**src/rtl/mandel_cmd_rx.sv**
```systemverilog
// mandel_cmd_rx -- UART 8N1 command packet receiver.
//
// Receives bytes on rxd and assembles NUM_BYTES-byte command packets for the
// Mandelbrot engine. The first byte received ends up in the top byte of
// pkt_data. A completed packet is held on pkt_data/pkt_valid until the
// consumer accepts it. The line is never back-pressured: a packet that
// completes while the previous one is still held is dropped.
//
// Optional build macro: MANDEL_CMD_RX_CHECKSUM_EN
//   When defined, every packet carries one extra trailing checksum byte. The
//   packet is delivered only if the 8-bit sum of all bytes, including the
//   checksum, is zero. The checksum byte never appears in pkt_data. When the
//   macro is undefined, chk_err is tied low. The port list is the same in both
//   builds.
//
// Parameters
//   CLKS_PER_BIT  clocks per UART bit (>= 4)
//   NUM_BYTES     payload bytes per packet (>= 2)
//   TIMEOUT_CLKS  idle clocks between bytes before a partial packet is dropped
//
// Ports
//   clk        in   clock, rising edge
//   rst        in   asynchronous reset, active low
//   rxd        in   UART serial input, idle high, asynchronous to clk
//   pkt_ready  in   consumer accepts the held packet (with pkt_valid)
//   pkt_data   out  assembled packet, first byte in [NUM_BYTES*8-1 -: 8]
//   pkt_valid  out  packet held, stays high until accepted
//   busy       out  partial packet in progress or a frame is being decoded
//   frm_err    out  1-cycle pulse: stop bit sampled low
//   tmo_err    out  1-cycle pulse: partial packet abandoned after idle time
//   ovr_err    out  1-cycle pulse: packet completed while one was held
//   chk_err    out  1-cycle pulse: checksum mismatch (checksum build only)
//   dbg_state  out  receive FSM state (0 IDLE, 1 START, 2 DATA, 3 STOP)
//
// Handshake: the packet transfers on a rising edge where pkt_valid and
// pkt_ready are both high. pkt_valid drops on that edge unless a new packet
// completes on the same edge, in which case pkt_valid stays high and pkt_data
// takes the new packet. pkt_data changes only when a packet is delivered.

module mandel_cmd_rx #(
  parameter int CLKS_PER_BIT = 26,
  parameter int NUM_BYTES    = 10,
  parameter int TIMEOUT_CLKS = 16384
) (
  input  logic                   clk,
  input  logic                   rst,
  input  logic                   rxd,
  input  logic                   pkt_ready,
  output logic [NUM_BYTES*8-1:0] pkt_data,
  output logic                   pkt_valid,
  output logic                   busy,
  output logic                   frm_err,
  output logic                   tmo_err,
  output logic                   ovr_err,
  output logic                   chk_err,
  output logic [1:0]             dbg_state
);

`ifdef MANDEL_CMD_RX_CHECKSUM_EN
  localparam int PKT_LEN = NUM_BYTES + 1;
`else
  localparam int PKT_LEN = NUM_BYTES;
`endif

  localparam int PW   = NUM_BYTES * 8;
  // Bytes held before the final byte of a packet arrives.
  localparam int ASMW = (PKT_LEN - 1) * 8;
  localparam int CW   = $clog2(CLKS_PER_BIT + 1);
  localparam int IDXW = $clog2(PKT_LEN + 1);
  localparam int TW   = $clog2(TIMEOUT_CLKS + 1);

  localparam logic [CW-1:0]   HALF_LAST = CW'(CLKS_PER_BIT / 2 - 1);
  localparam logic [CW-1:0]   BIT_LAST  = CW'(CLKS_PER_BIT - 1);
  localparam logic [IDXW-1:0] LAST_IDX  = IDXW'(PKT_LEN - 1);
  localparam logic [TW-1:0]   TMO_LAST  = TW'(TIMEOUT_CLKS - 1);

  localparam logic [1:0] S_IDLE  = 2'd0;
  localparam logic [1:0] S_START = 2'd1;
  localparam logic [1:0] S_DATA  = 2'd2;
  localparam logic [1:0] S_STOP  = 2'd3;

  logic            rxd_s1_q, rxd_s2_q;
  logic [1:0]      state_q, state_d;
  logic [CW-1:0]   clk_cnt_q, clk_cnt_d;
  logic [2:0]      bit_cnt_q, bit_cnt_d;
  logic [7:0]      shift_q, shift_d;
  logic            byte_done_q, byte_done_d;
  logic [IDXW-1:0] byte_idx_q, byte_idx_d;
  logic [TW-1:0]   idle_cnt_q, idle_cnt_d;
  logic            wait_high_q, wait_high_d;
  logic [ASMW-1:0] asm_q, asm_d;
  logic [PW-1:0]   pkt_data_q, pkt_data_d;
  logic            pkt_valid_q, pkt_valid_d;
  logic            frm_err_q, frm_err_d;
  logic            tmo_err_q, tmo_err_d;
  logic            ovr_err_q, ovr_err_d;
  logic [PW-1:0]   pkt_next;
  logic            deliver;

`ifdef MANDEL_CMD_RX_CHECKSUM_EN
  logic [7:0] sum_q, sum_d, sum_next;
  logic       chk_err_q, chk_err_d;
  // The checksum byte is the last one received and is never stored.
  assign pkt_next = asm_q;
  assign sum_next = sum_q + shift_q;
`else
  assign pkt_next = {asm_q, shift_q};
`endif

  always_comb begin
    state_d     = state_q;
    clk_cnt_d   = clk_cnt_q;
    bit_cnt_d   = bit_cnt_q;
    shift_d     = shift_q;
    byte_done_d = 1'b0;
    byte_idx_d  = byte_idx_q;
    idle_cnt_d  = idle_cnt_q;
    wait_high_d = wait_high_q;
    asm_d       = asm_q;
    pkt_data_d  = pkt_data_q;
    pkt_valid_d = pkt_valid_q;
    frm_err_d   = 1'b0;
    tmo_err_d   = 1'b0;
    ovr_err_d   = 1'b0;
    deliver     = 1'b0;
`ifdef MANDEL_CMD_RX_CHECKSUM_EN
    sum_d       = sum_q;
    chk_err_d   = 1'b0;
`endif

    case (state_q)
      S_IDLE: begin
        if (rxd_s2_q) wait_high_d = 1'b0;
        if (!rxd_s2_q && !wait_high_q) begin
          state_d    = S_START;
          clk_cnt_d  = '0;
          idle_cnt_d = '0;
        end else if (byte_idx_q != '0 && !byte_done_q) begin
          // Only gaps inside a packet are timed.
          if (idle_cnt_q == TMO_LAST) begin
            tmo_err_d  = 1'b1;
            byte_idx_d = '0;
            idle_cnt_d = '0;
`ifdef MANDEL_CMD_RX_CHECKSUM_EN
            sum_d      = '0;
`endif
          end else begin
            idle_cnt_d = idle_cnt_q + 1'b1;
          end
        end
      end
      S_START: begin
        // Re-check the start bit half a bit in; a glitch goes back to IDLE.
        if (clk_cnt_q == HALF_LAST) begin
          clk_cnt_d = '0;
          bit_cnt_d = '0;
          state_d   = rxd_s2_q ? S_IDLE : S_DATA;
        end else begin
          clk_cnt_d = clk_cnt_q + 1'b1;
        end
      end
      S_DATA: begin
        if (clk_cnt_q == BIT_LAST) begin
          clk_cnt_d = '0;
          shift_d   = {rxd_s2_q, shift_q[7:1]};
          if (bit_cnt_q == 3'd7) state_d = S_STOP;
          else                   bit_cnt_d = bit_cnt_q + 1'b1;
        end else begin
          clk_cnt_d = clk_cnt_q + 1'b1;
        end
      end
      S_STOP: begin
        // Leave at mid stop bit so a start bit right after it is not missed.
        if (clk_cnt_q == BIT_LAST) begin
          clk_cnt_d = '0;
          state_d   = S_IDLE;
          if (rxd_s2_q) begin
            byte_done_d = 1'b1;
          end else begin
            frm_err_d   = 1'b1;
            byte_idx_d  = '0;
            // The line is still low; wait for it to go high before re-arming.
            wait_high_d = 1'b1;
`ifdef MANDEL_CMD_RX_CHECKSUM_EN
            sum_d       = '0;
`endif
          end
        end else begin
          clk_cnt_d = clk_cnt_q + 1'b1;
        end
      end
      default: state_d = S_IDLE;
    endcase

    // Byte bookkeeping runs one clock after the stop sample.
    if (byte_done_q) begin
      if (byte_idx_q == LAST_IDX) begin
        byte_idx_d = '0;
`ifdef MANDEL_CMD_RX_CHECKSUM_EN
        sum_d = '0;
        if (sum_next != 8'h00) chk_err_d = 1'b1;
        else                   deliver   = 1'b1;
`else
        deliver = 1'b1;
`endif
      end else begin
        byte_idx_d = byte_idx_q + 1'b1;
        asm_d      = {asm_q[ASMW-9:0], shift_q};
`ifdef MANDEL_CMD_RX_CHECKSUM_EN
        sum_d      = sum_next;
`endif
      end
    end

    if (deliver) begin
      if (pkt_valid_q && !pkt_ready) begin
        ovr_err_d = 1'b1;
      end else begin
        pkt_data_d  = pkt_next;
        pkt_valid_d = 1'b1;
      end
    end else if (pkt_valid_q && pkt_ready) begin
      pkt_valid_d = 1'b0;
    end
  end

  always_ff @(posedge clk or negedge rst) begin
    if (!rst) begin
      rxd_s1_q    <= 1'b1;
      rxd_s2_q    <= 1'b1;
      state_q     <= S_IDLE;
      clk_cnt_q   <= '0;
      bit_cnt_q   <= '0;
      shift_q     <= '0;
      byte_done_q <= 1'b0;
      byte_idx_q  <= '0;
      idle_cnt_q  <= '0;
      wait_high_q <= 1'b0;
      asm_q       <= '0;
      pkt_data_q  <= '0;
      pkt_valid_q <= 1'b0;
      frm_err_q   <= 1'b0;
      tmo_err_q   <= 1'b0;
      ovr_err_q   <= 1'b0;
`ifdef MANDEL_CMD_RX_CHECKSUM_EN
      sum_q       <= '0;
      chk_err_q   <= 1'b0;
`endif
    end else begin
      rxd_s1_q    <= rxd;
      rxd_s2_q    <= rxd_s1_q;
      state_q     <= state_d;
      clk_cnt_q   <= clk_cnt_d;
      bit_cnt_q   <= bit_cnt_d;
      shift_q     <= shift_d;
      byte_done_q <= byte_done_d;
      byte_idx_q  <= byte_idx_d;
      idle_cnt_q  <= idle_cnt_d;
      wait_high_q <= wait_high_d;
      asm_q       <= asm_d;
      pkt_data_q  <= pkt_data_d;
      pkt_valid_q <= pkt_valid_d;
      frm_err_q   <= frm_err_d;
      tmo_err_q   <= tmo_err_d;
      ovr_err_q   <= ovr_err_d;
`ifdef MANDEL_CMD_RX_CHECKSUM_EN
      sum_q       <= sum_d;
      chk_err_q   <= chk_err_d;
`endif
    end
  end

  assign pkt_data  = pkt_data_q;
  assign pkt_valid = pkt_valid_q;
  assign busy      = (byte_idx_q != '0) || (state_q != S_IDLE);
  assign frm_err   = frm_err_q;
  assign tmo_err   = tmo_err_q;
  assign ovr_err   = ovr_err_q;
  assign dbg_state = state_q;
`ifdef MANDEL_CMD_RX_CHECKSUM_EN
  assign chk_err   = chk_err_q;
`else
  assign chk_err   = 1'b0;
`endif

endmodule

```
**config.mk**
```make
export PLATFORM = sky130hd
export DESIGN_NAME = mandel_cmd_rx
export DESIGN_NICKNAME = d
export VERILOG_FILES = /design/src/rtl/mandel_cmd_rx.sv
export SDC_FILE = /design/constraint.sdc
export NUM_CORES = 1
export LEC_CHECK = 0
export ABC_AREA = 1
export CORE_ASPECT_RATIO = 0.6
export CORE_MARGIN = 2
export CORE_UTILIZATION = 30
export CTS_CLUSTER_SIZE = 24
export DETAILED_ROUTE_END_ITERATION = 8
export PLACE_DENSITY = 0.46
export SYNTH_ARGS = -nofsm -noshare
export SYNTH_HDL_FRONTEND = slang
export SYNTH_SLANG_ARGS = --single-unit
```
**constraint.sdc**
```tcl
create_clock -name clk -period 1.9 [get_ports clk]
set_input_delay 0.57 -clock clk [delete_from_list [all_inputs] [get_ports clk]]
set_output_delay 0.57 -clock clk [all_outputs]
set_load 0.01 [all_outputs]
```
==> impl_metrics.toml, run 1 <==
[logic_synthesis]
synthArstFlopShare_pct = 100
synthCells = 854
synth_top_area_share_pct = 60.7
synth_edf_count = 0
ys_seq_area_share_pct = 61.4
syn-num-nets = 867
netlist_area_um2 = 8030
yosys-top-cells-area = "dfrtp_1, nand2_1, o21ai_0"
yosys.area.top_type = "dfrtp_1"
syn_avg_cell_area_um2 = 9.41
synth_ff_type = "dfrtp_1"
synth_most_common_cell = "nand2_1"
synth-seq-cells = 197
synthDistinctLibCells = 34
synth_common_cells = "nand2_1, dfrtp_1, o21ai_0"
yosysWarnings = 0

[global_route]
overflow = 0
grt_pass1_wl_um = 29800
antenna_found_initial = 0
grt_usage_pct = 13.7
grt_max_degree = 53
grt_pass1_vias = 5531

[worst_setup_path]
arrival_ns = 1.35
slowest_stage = "dfrtp_2"
r2r_setup_slack_ns = 0.17
slowest_delay_ns = 0.42
path_cells = "buf_4 -> nor2_4 -> nand2_1 -> buf_2"
r2r-end = "pkt_data[5]"
critPathCaptureType = "primary output"
worst_path_dominant_cell_family = "flip-flops"
path_class = "register to primary output"
cp.required_ns = 1.33
critPathLaunchType = "register"
reg2reg_from = "byte_idx_q[1]"
worst-path-buf-inv = 2
reg2reg_depth = 9
worstPathMaxFanout = 3

[route]
dr.pass1.iters = 4
via_per_inst = 4.23
dr_total_vias = 5661
routedWlPerCell_um = 13.6
drc = 0
wl_um = 18200
drt-initial-drc-count = 314
ant_nets = 0

[flow_run]
cap_violations = 0

[hold_path]
hp-class = "primary input to asynchronous set/reset pin"

[power]
p_per_area_nw_per_um2 = 884
irDropWorstVdd_mv = 0.531
p_leak_uw = 0.00490

[timing]
finalCritPeriodShare_pct = 101
skew_ns = 0.0145
worst_slack_ns = -0.0247
drv_slew = 0
rsz0062_at_grt = "true"
period_needed_ns = 1.92
fin_tns_setup_ns = -0.0247
final-setup-viol-count = 1
fmax_mhz = 520
hold_violations = 0

[final_layout]
multiInputGateArea_um2 = 2530
fin_nets = 977
fin_util_pct = 38.4
nFillCells = 2754
seqCellArea_um2 = 4930
area_growth_syn_to_layout_pct = 25.9
antenna_cells = 0
drive_above_1_share_pct = 11.5

[die]
core_area_um2 = 26400
dieArea_um2 = 28100
rows = 46
start_util_pct = 30.5
die_y_um = 131
die_x_um = 215
io_pins = 92

[status]
violations = "negative setup slack"
status = "complete, but fails checks"

[clocking]
cts.sinks = 197
cts_buffer_depth = 2
clk_latency_ns = 0.45
cts_root_buf = "clkbuf_16"
cts_tree = "built"
numCtsBuffers = 17
h-tree-depth = 4
clk_pin_slew_worst_paths_ns = 0.07

[place]
gp_congestion = 0.794
io_buffers = 90
hpwlAfterDp_um = 12800
## logic make-up (layout without fill, tap and decap cells)
logic type      count (synthesis)  in the layout  synth area share, %
simple gates                  319            319                 17.0
other cells                     1              1               0.0467
compound gates                177            177                 11.3
flops                         197            197                 61.4
fa+ha+maj                       9              9                 1.40
buf+inv                       142            265                 7.83
xor+xnor                        9              9                0.981
## registers in the layout, summed over array words and instances (netlist names), 3 cells and up, named ones only
register,count
idle_cnt_q,15
asm_q,72
clk_cnt_q,5
shift_q,8
bit_cnt_q,3
pkt_data,80
byte_idx_q,4
## metal layers
metal  part of all wire, %  track usage (%)  vias up
li1                      -                -     2915
met1                    56             21.1     2647
met2                    38             18.3       81
met3                   4.2             3.33       18
met4                   1.4             4.87        0
met5                     0                0        -
## cells in the final DEF (no fill, tap or decap), drive strengths merged, types with 4 or more instances in the layout
cell type / Yosys / routed
nand2: 252 / 252
dfrtp: 195 / 195
o21ai: 172 / 172
inv: 107 / 112
dlygate4sd2: 0 / 86
buf: 20 / 37
nand3: 31 / 31
nor2: 26 / 26
clkbuf: 15 / 18
ha: 9 / 9
xnor2: 5 / 5
xor2: 4 / 4
nand4: 4 / 4
clkinv: 0 / 4
nor3: 4 / 4
## where the power goes
part	switching, uW	internal [uW]
Sequential	73.2	4270
Combinational	501	281
Clock	1710	2110
Total	2280	6660
## what timing repair did
item	4_1_cts	5_1_grt
setup endpoints to repair	87	5
endpoints found under the hold margin	0	0
hold buffers	0	0
buffers inserted	10	0
gates resized for setup	93	13
pin swaps	0	7
## stage by stage
| step | instance area [um2] | total power (uW) | std cells | hold WS (ns) | worst slack (ns) |
|---|---|---|---|---|---|
| after floorplan | 8030 | 4860 | 854 | 0.274 | 0.389 |
| after global placement | 9490 | 5210 | 1297 | 0.347 | 0.0350 |
| after detailed placement | 9490 | 5210 | 1297 | 0.351 | 0.0324 |
| after CTS | 10100 | 9070 | 1339 | 0.0659 | -0.0988 |
| after global routing | 10100 | 9350 | 1337 | 0.0690 | -0.0927 |
| final | 10100 | 8940 | 1337 | 0.0700 | -0.0247 |
## how the worst max path moves through the flow
stage / from / to / depth (start not counted)
after floorplan: byte_idx_q[1] / pkt_data[63] / 9
after global placement: byte_idx_q[0] / busy / 6
after detailed placement: byte_idx_q[0] / busy / 6
after CTS: byte_idx_q[0] / byte_idx_q[0] / 15
after global routing: byte_idx_q[0] / busy / 6
final: dbg_state[0] / busy / 4
## final cells by class
| cell class | instances | share of cell area (%) |
|---|---|---|
| clock buffers | 17 | 4.21 |
| well taps | 360 | 4.45 |
| repair buffers | 126 | 11.6 |
| inverters | 107 | 3.97 |
| flip-flops and latches | 197 | 48.8 |
| clock inverters | 15 | 1.92 |
| multi-input cells | 515 | 25.1 |
Power figures use the tool's default switching activity.
==> run 2, diff against run 1 <==
Settings changed: CORE_MARGIN 2 to default, CTS_CLUSTER_DIAMETER from default to 40, GPL_ROUTABILITY_DRIVEN from default to 0.
==> run 2 against run 1 <==
- the run still ends with negative setup slack left
- via count down 0.14%
- clock power down 4%
- design area down 0.38%
- worst setup slack better by 0.016 ns
- count of clock-buffer cells in the layout up 2
- fmax up 0.86%
- register-to-register slack about the same
- sequential power about the same
- non-clock buffer count unchanged
- critical endpoint unchanged
- largest cell class unchanged
==> impl_metrics.toml, run 2 (synthesized netlist as in run 1, its figures left out) <==
[global_route]
grt_max_degree = 69
antenna_found_initial = 0
grt_pass1_vias = 5494
grt_usage_pct = 14.3
grt_pass1_wl_um = 30200
overflow = 0

[flow_run]
cap_violations = 0

[die]
io_pins = 92
die_x_um = 213
rows = 45
start_util_pct = 31.2
core_area_um2 = 25800
dieArea_um2 = 27500
die_y_um = 129

[worst_setup_path]
critPathLaunchType = "register"
critPathCaptureType = "primary output"
cp.required_ns = 1.33
worstPathMaxFanout = 2
path_class = "register to primary output"
arrival_ns = 1.34

[timing]
finalCritPeriodShare_pct = 100
period_needed_ns = 1.91
final-setup-viol-count = 1
hold_violations = 0
skew_ns = 0.0113
whs_ns = 0.0271
fmax_mhz = 524
fin_tns_setup_ns = -0.00823
drv_slew = 0
worst_slack_ns = -0.00823
rsz0062_at_grt = "true"

[route]
dr_total_vias = 5653
drc = 0
ant_nets = 0
dr.pass1.iters = 4
met2WireLength_um = 7060
wl_um = 18300
wl_met3_um = 597
top_layer = "met4"
routedWlPerCell_um = 13.8
drt-initial-drc-count = 295
via_per_inst = 4.25
wl_met1_um = 10500

[clocking]
h-tree-depth = 4
cts_buffer_depth = 2
clk_latency_ns = 0.43
clk_pin_slew_worst_paths_ns = 0.08
numCtsBuffers = 17
cts.sinks = 197
cts_root_buf = "clkbuf_16"
hold_buffers = 0
cts_tree = "built"

[final_layout]
final_cell_mix = "nand2_1, dfrtp_1, o21ai_0"
layout_commonest_cell = "nand2_1"
drive_above_1_share_pct = 10.7
fin_nets = 977
antenna_cells = 0
area_growth_syn_to_layout_pct = 25.4
largest_reg_flops = 80

[hold_path]
hp-class = "primary input to asynchronous set/reset pin"

[place]
hpwlAfterDp_um = 12800
io_buffers = 90

[power]
p_per_area_nw_per_um2 = 872
p_leak_uw = 0.00489
irDropWorstVdd_mv = 0.579
finalPower_uw = 8790

[status]
status = "complete, but fails checks"
violations = "negative setup slack"
-- run 2: cell type report --
| type | instances | area, um2 |
|---|---|---|
| clock buffer | 19 | 443 |
| clock inverter | 13 | 145 |
| fill | 2671 | 15700 |
| inverter | 107 | 402 |
| multi-input combinational | 515 | 2490 |
| sequential | 197 | 4930 |
| tap | 352 | 440 |
| timing repair buffer | 126 | 1220 |
-- run 2: worst max-delay path, cell delays in order (launching register included) --
cell     delay [ns]
dfrtp_1        0.40
inv_2          0.09
ha_4           0.13
nand3_2        0.06
inv_2          0.06
nand2_1        0.04
buf_2          0.13
-- run 2: per-stage QoR --
step                      cell area (um2)  util [%]  worst slack, ns  instances
after floorplan                      8030         -            0.389        854
after CTS                           10000      38.9          -0.0704       1327
after global placement               9550      37.0           0.0385       1293
after detailed placement             9550      37.0           0.0365       1293
after global routing                10100      39.1          -0.0806       1329
final                               10100      39.1         -0.00823       1329
-- run 2: worst paths after layout --
path | start | to | slack [ns] | depth (start not counted)
worst max register to register | byte_idx_q[1] | pkt_data[50] | 0.17 | 9
worst max-delay path | byte_idx_q[1] | busy | -0.008 | 6
worst min-delay path | rst | asm_q[71] | 0.03 | 1
min in group clk | rxd_s1_q | rxd_s2_q | 0.38 | 0
worst min register to register | rxd_s1_q | rxd_s2_q | 0.38 | 0
max in group asynchronous | rst | shift_q[0] | 1.23 | 3
-- run 2: power by group --
part | switching (uW) | leakage, uW | internal [uW]
Combinational | 489 | 0.00188 | 286
Sequential | 76.4 | 0.00274 | 4270
Clock | 1670 | 0.000281 | 2000
-- run 2: layer usage --
metal	GRT usage, %	vias up
li1	-	2919
met1	22.7	2646
met2	18.8	76
met3	3.20	12
met4	3.91	0
met5	0	-
-- run 2: what timing repair did --
| item | CTS | global route |
|---|---|---|
| hold endpoints to repair | 0 | 0 |
| cloned | 0 | 0 |
| pin swaps | 1 | 2 |
| setup endpoints to repair | 85 | 4 |
| resized for setup | 89 | 7 |
| setup buffers | 2 | 2 |
==> run 3, diff against run 2 <==
Settings changed: SKIP_LAST_GASP from default to 1, TNS_END_PERCENT from default to 1.
==> run 3 against run 2 <==
- the run still ends with negative setup slack left
- sequential power barely moved
- critical endpoint is now pkt_data[58]
- first-iteration DRC count rose by 4.7%
- clock skew fell by 0.00059 ns
- highest routed layer unchanged
- total power up 0.38%
- critical path type unchanged
- via count is 0.16% higher
- flip-flop and latch count stayed put
- utilization up 0.33 points
- combinational power up 6.8%
- largest cell class unchanged
- register-to-register slack got worse by 0.02 ns
- count of clock-buffer cells in the layout did not move
- hold slack is essentially flat
==> impl_metrics.toml, run 3 (synthesized netlist as in run 1, its figures left out) <==
[worst_setup_path]
slowest_stage = "clkdlybuf4s50_1"
reg2reg_from = "byte_idx_q[1]"
critPathLaunchType = "register"
slowest_delay_ns = 0.56
cp.required_ns = 1.33
path_cells = "clkdlybuf4s50_1"
critPathCaptureType = "primary output"
path_class = "register to primary output"
r2r-end = "pkt_data[50]"
arrival_ns = 1.41
r2r_setup_slack_ns = 0.15
critPathCapture = "pkt_data[58]"
reg2reg_depth = 9
worst_path_dominant_cell_family = "buffers and inverters"
worstPathMaxFanout = 2
crit_start = "pkt_data[58]"
worst-path-buf-inv = 1
crit_cells = 1

[status]
status = "complete, but fails checks"
violations = "negative setup slack"

[clocking]
cts.sinks = 197
numCtsBuffers = 17
cts_tree = "built"
clk_pin_slew_worst_paths_ns = 0.07
clk_latency_ns = 0.43
cts_root_buf = "clkbuf_16"
h-tree-depth = 4
cts_buffer_depth = 2

[timing]
final-setup-viol-count = 51
finalCritPeriodShare_pct = 104
drv_slew = 0
rsz0062_at_grt = "true"
hold_violations = 0
period_needed_ns = 1.98
skew_ns = 0.0107
worst_slack_ns = -0.0758
whs_ns = 0.0271
fmax_mhz = 506
fin_tns_setup_ns = -1.31

[route]
drt-initial-drc-count = 309
routedWlPerCell_um = 13.8
dr.pass1.iters = 4
ant_nets = 0
drc = 0
wl_um = 18300
via_per_inst = 4.26
dr_total_vias = 5662

[power]
irDropWorstVdd_mv = 0.579
p_leak_uw = 0.00448
pwr-share-seq_pct = 49.1
finalPower_uw = 8820
p_switching_uw = 2240
p_int_uw = 6590
p_per_area_nw_per_um2 = 868
clock_power_share_pct = 41.5
p_comb_share_pct = 9.4
swShare_pct = 25.4

[die]
rows = 45
dieArea_um2 = 27500
start_util_pct = 31.2
die_x_um = 213
core_area_um2 = 25800
die_y_um = 129
io_pins = 92

[global_route]
grt_busiest_layer = "met1"
met2_usage_pct = 18.7
use_met1_pct = 22.8
grt_pass1_vias = 5485
grt_pass1_wl_um = 30100
grt_usage_pct = 14.2
antenna_found_initial = 0
grt_max_degree = 69
overflow = 0
grt_util_met3_pct = 3.17

[final_layout]
final_cell_mix = "nand2_1, dfrtp_1, o21ai_0"
largest_reg_flops = 80
layout_commonest_cell = "nand2_1"
fin_nets = 977
drive_above_1_share_pct = 10.4
area_growth_syn_to_layout_pct = 26.5
finalNonFillerCells = 1329
antenna_cells = 0

[place]
hpwlAfterDp_um = 12800
io_buffers = 90
dp.cells = 1293

[hold_path]
hp-class = "primary input to asynchronous set/reset pin"

[flow_run]
cap_violations = 0
run 3: cell count changes in the layout (fill, tap and decap cells not counted):
cell / previous run / this run
inv_1: 99 / 100
nand3_1: 28 / 29
nand3_2: 2 / 1
ha_4: 1 / 0
clkdlybuf4s50_1: 3 / 86
dlygate4sd2_1: 84 / 1
ha_1: 8 / 9
inv_2: 8 / 7
run 3: area by class of cell:
type                    instances  area, um2
fillers                      2645      15600
well taps                     352        440
clock buffers                  19        443
inverters                     107        402
repair buffers                126       1320
clock inverters                13        145
flip-flops and latches        197       4930
multi-input cells             515       2480
run 3: power groups by stage:
stage	Sequential, uW	Clock, uW	Combinational [uW]
2_1_floorplan	4440	0	415
3_3_place_gp	4430	0	794
3_5_place_dp	4430	0	791
4_1_cts	4350	3780	803
5_1_grt	4350	3970	947
6_report	4340	3660	828
run 3: metal layers:
| layer | vias to the layer above | share of wire [%] |
|---|---|---|
| met5 | - | 0 |
| met1 | 2649 | 57 |
| met3 | 12 | 3.5 |
| met2 | 84 | 39 |
| li1 | 2917 | - |
| met4 | 0 | 0.77 |
run 3: how the worst min path moves through the flow:
stage	cells past startpoint	endpoint	startpoint
finish	1	asm_q[71]	rst
global route	1	pkt_data[78]	rst
global placement	0	rxd_s2_q	rxd_s1_q
floorplan	0	asynchronous set/reset pin	rst
CTS	1	pkt_data[78]	rst
detailed placement	0	rxd_s2_q	rxd_s1_q
run 3: through the flow:
| step | cell area, um2 | util, % | setup slack [ns] |
|---|---|---|---|
| floorplan | 8030 | - | 0.389 |
| finish | 10200 | 39.4 | -0.0758 |
| CTS | 10100 | 39.3 | -0.169 |
| global route | 10200 | 39.4 | -0.134 |
| detailed placement | 9550 | 37.0 | 0.0365 |
| global placement | 9550 | 37.0 | 0.0385 |
run 3: what timing repair did:
item / CTS / global route
gates resized for setup: 5 / 4
setup buffers: 1 / 3
hold buffers: 0 / 0
setup endpoints to repair: 85 / 87
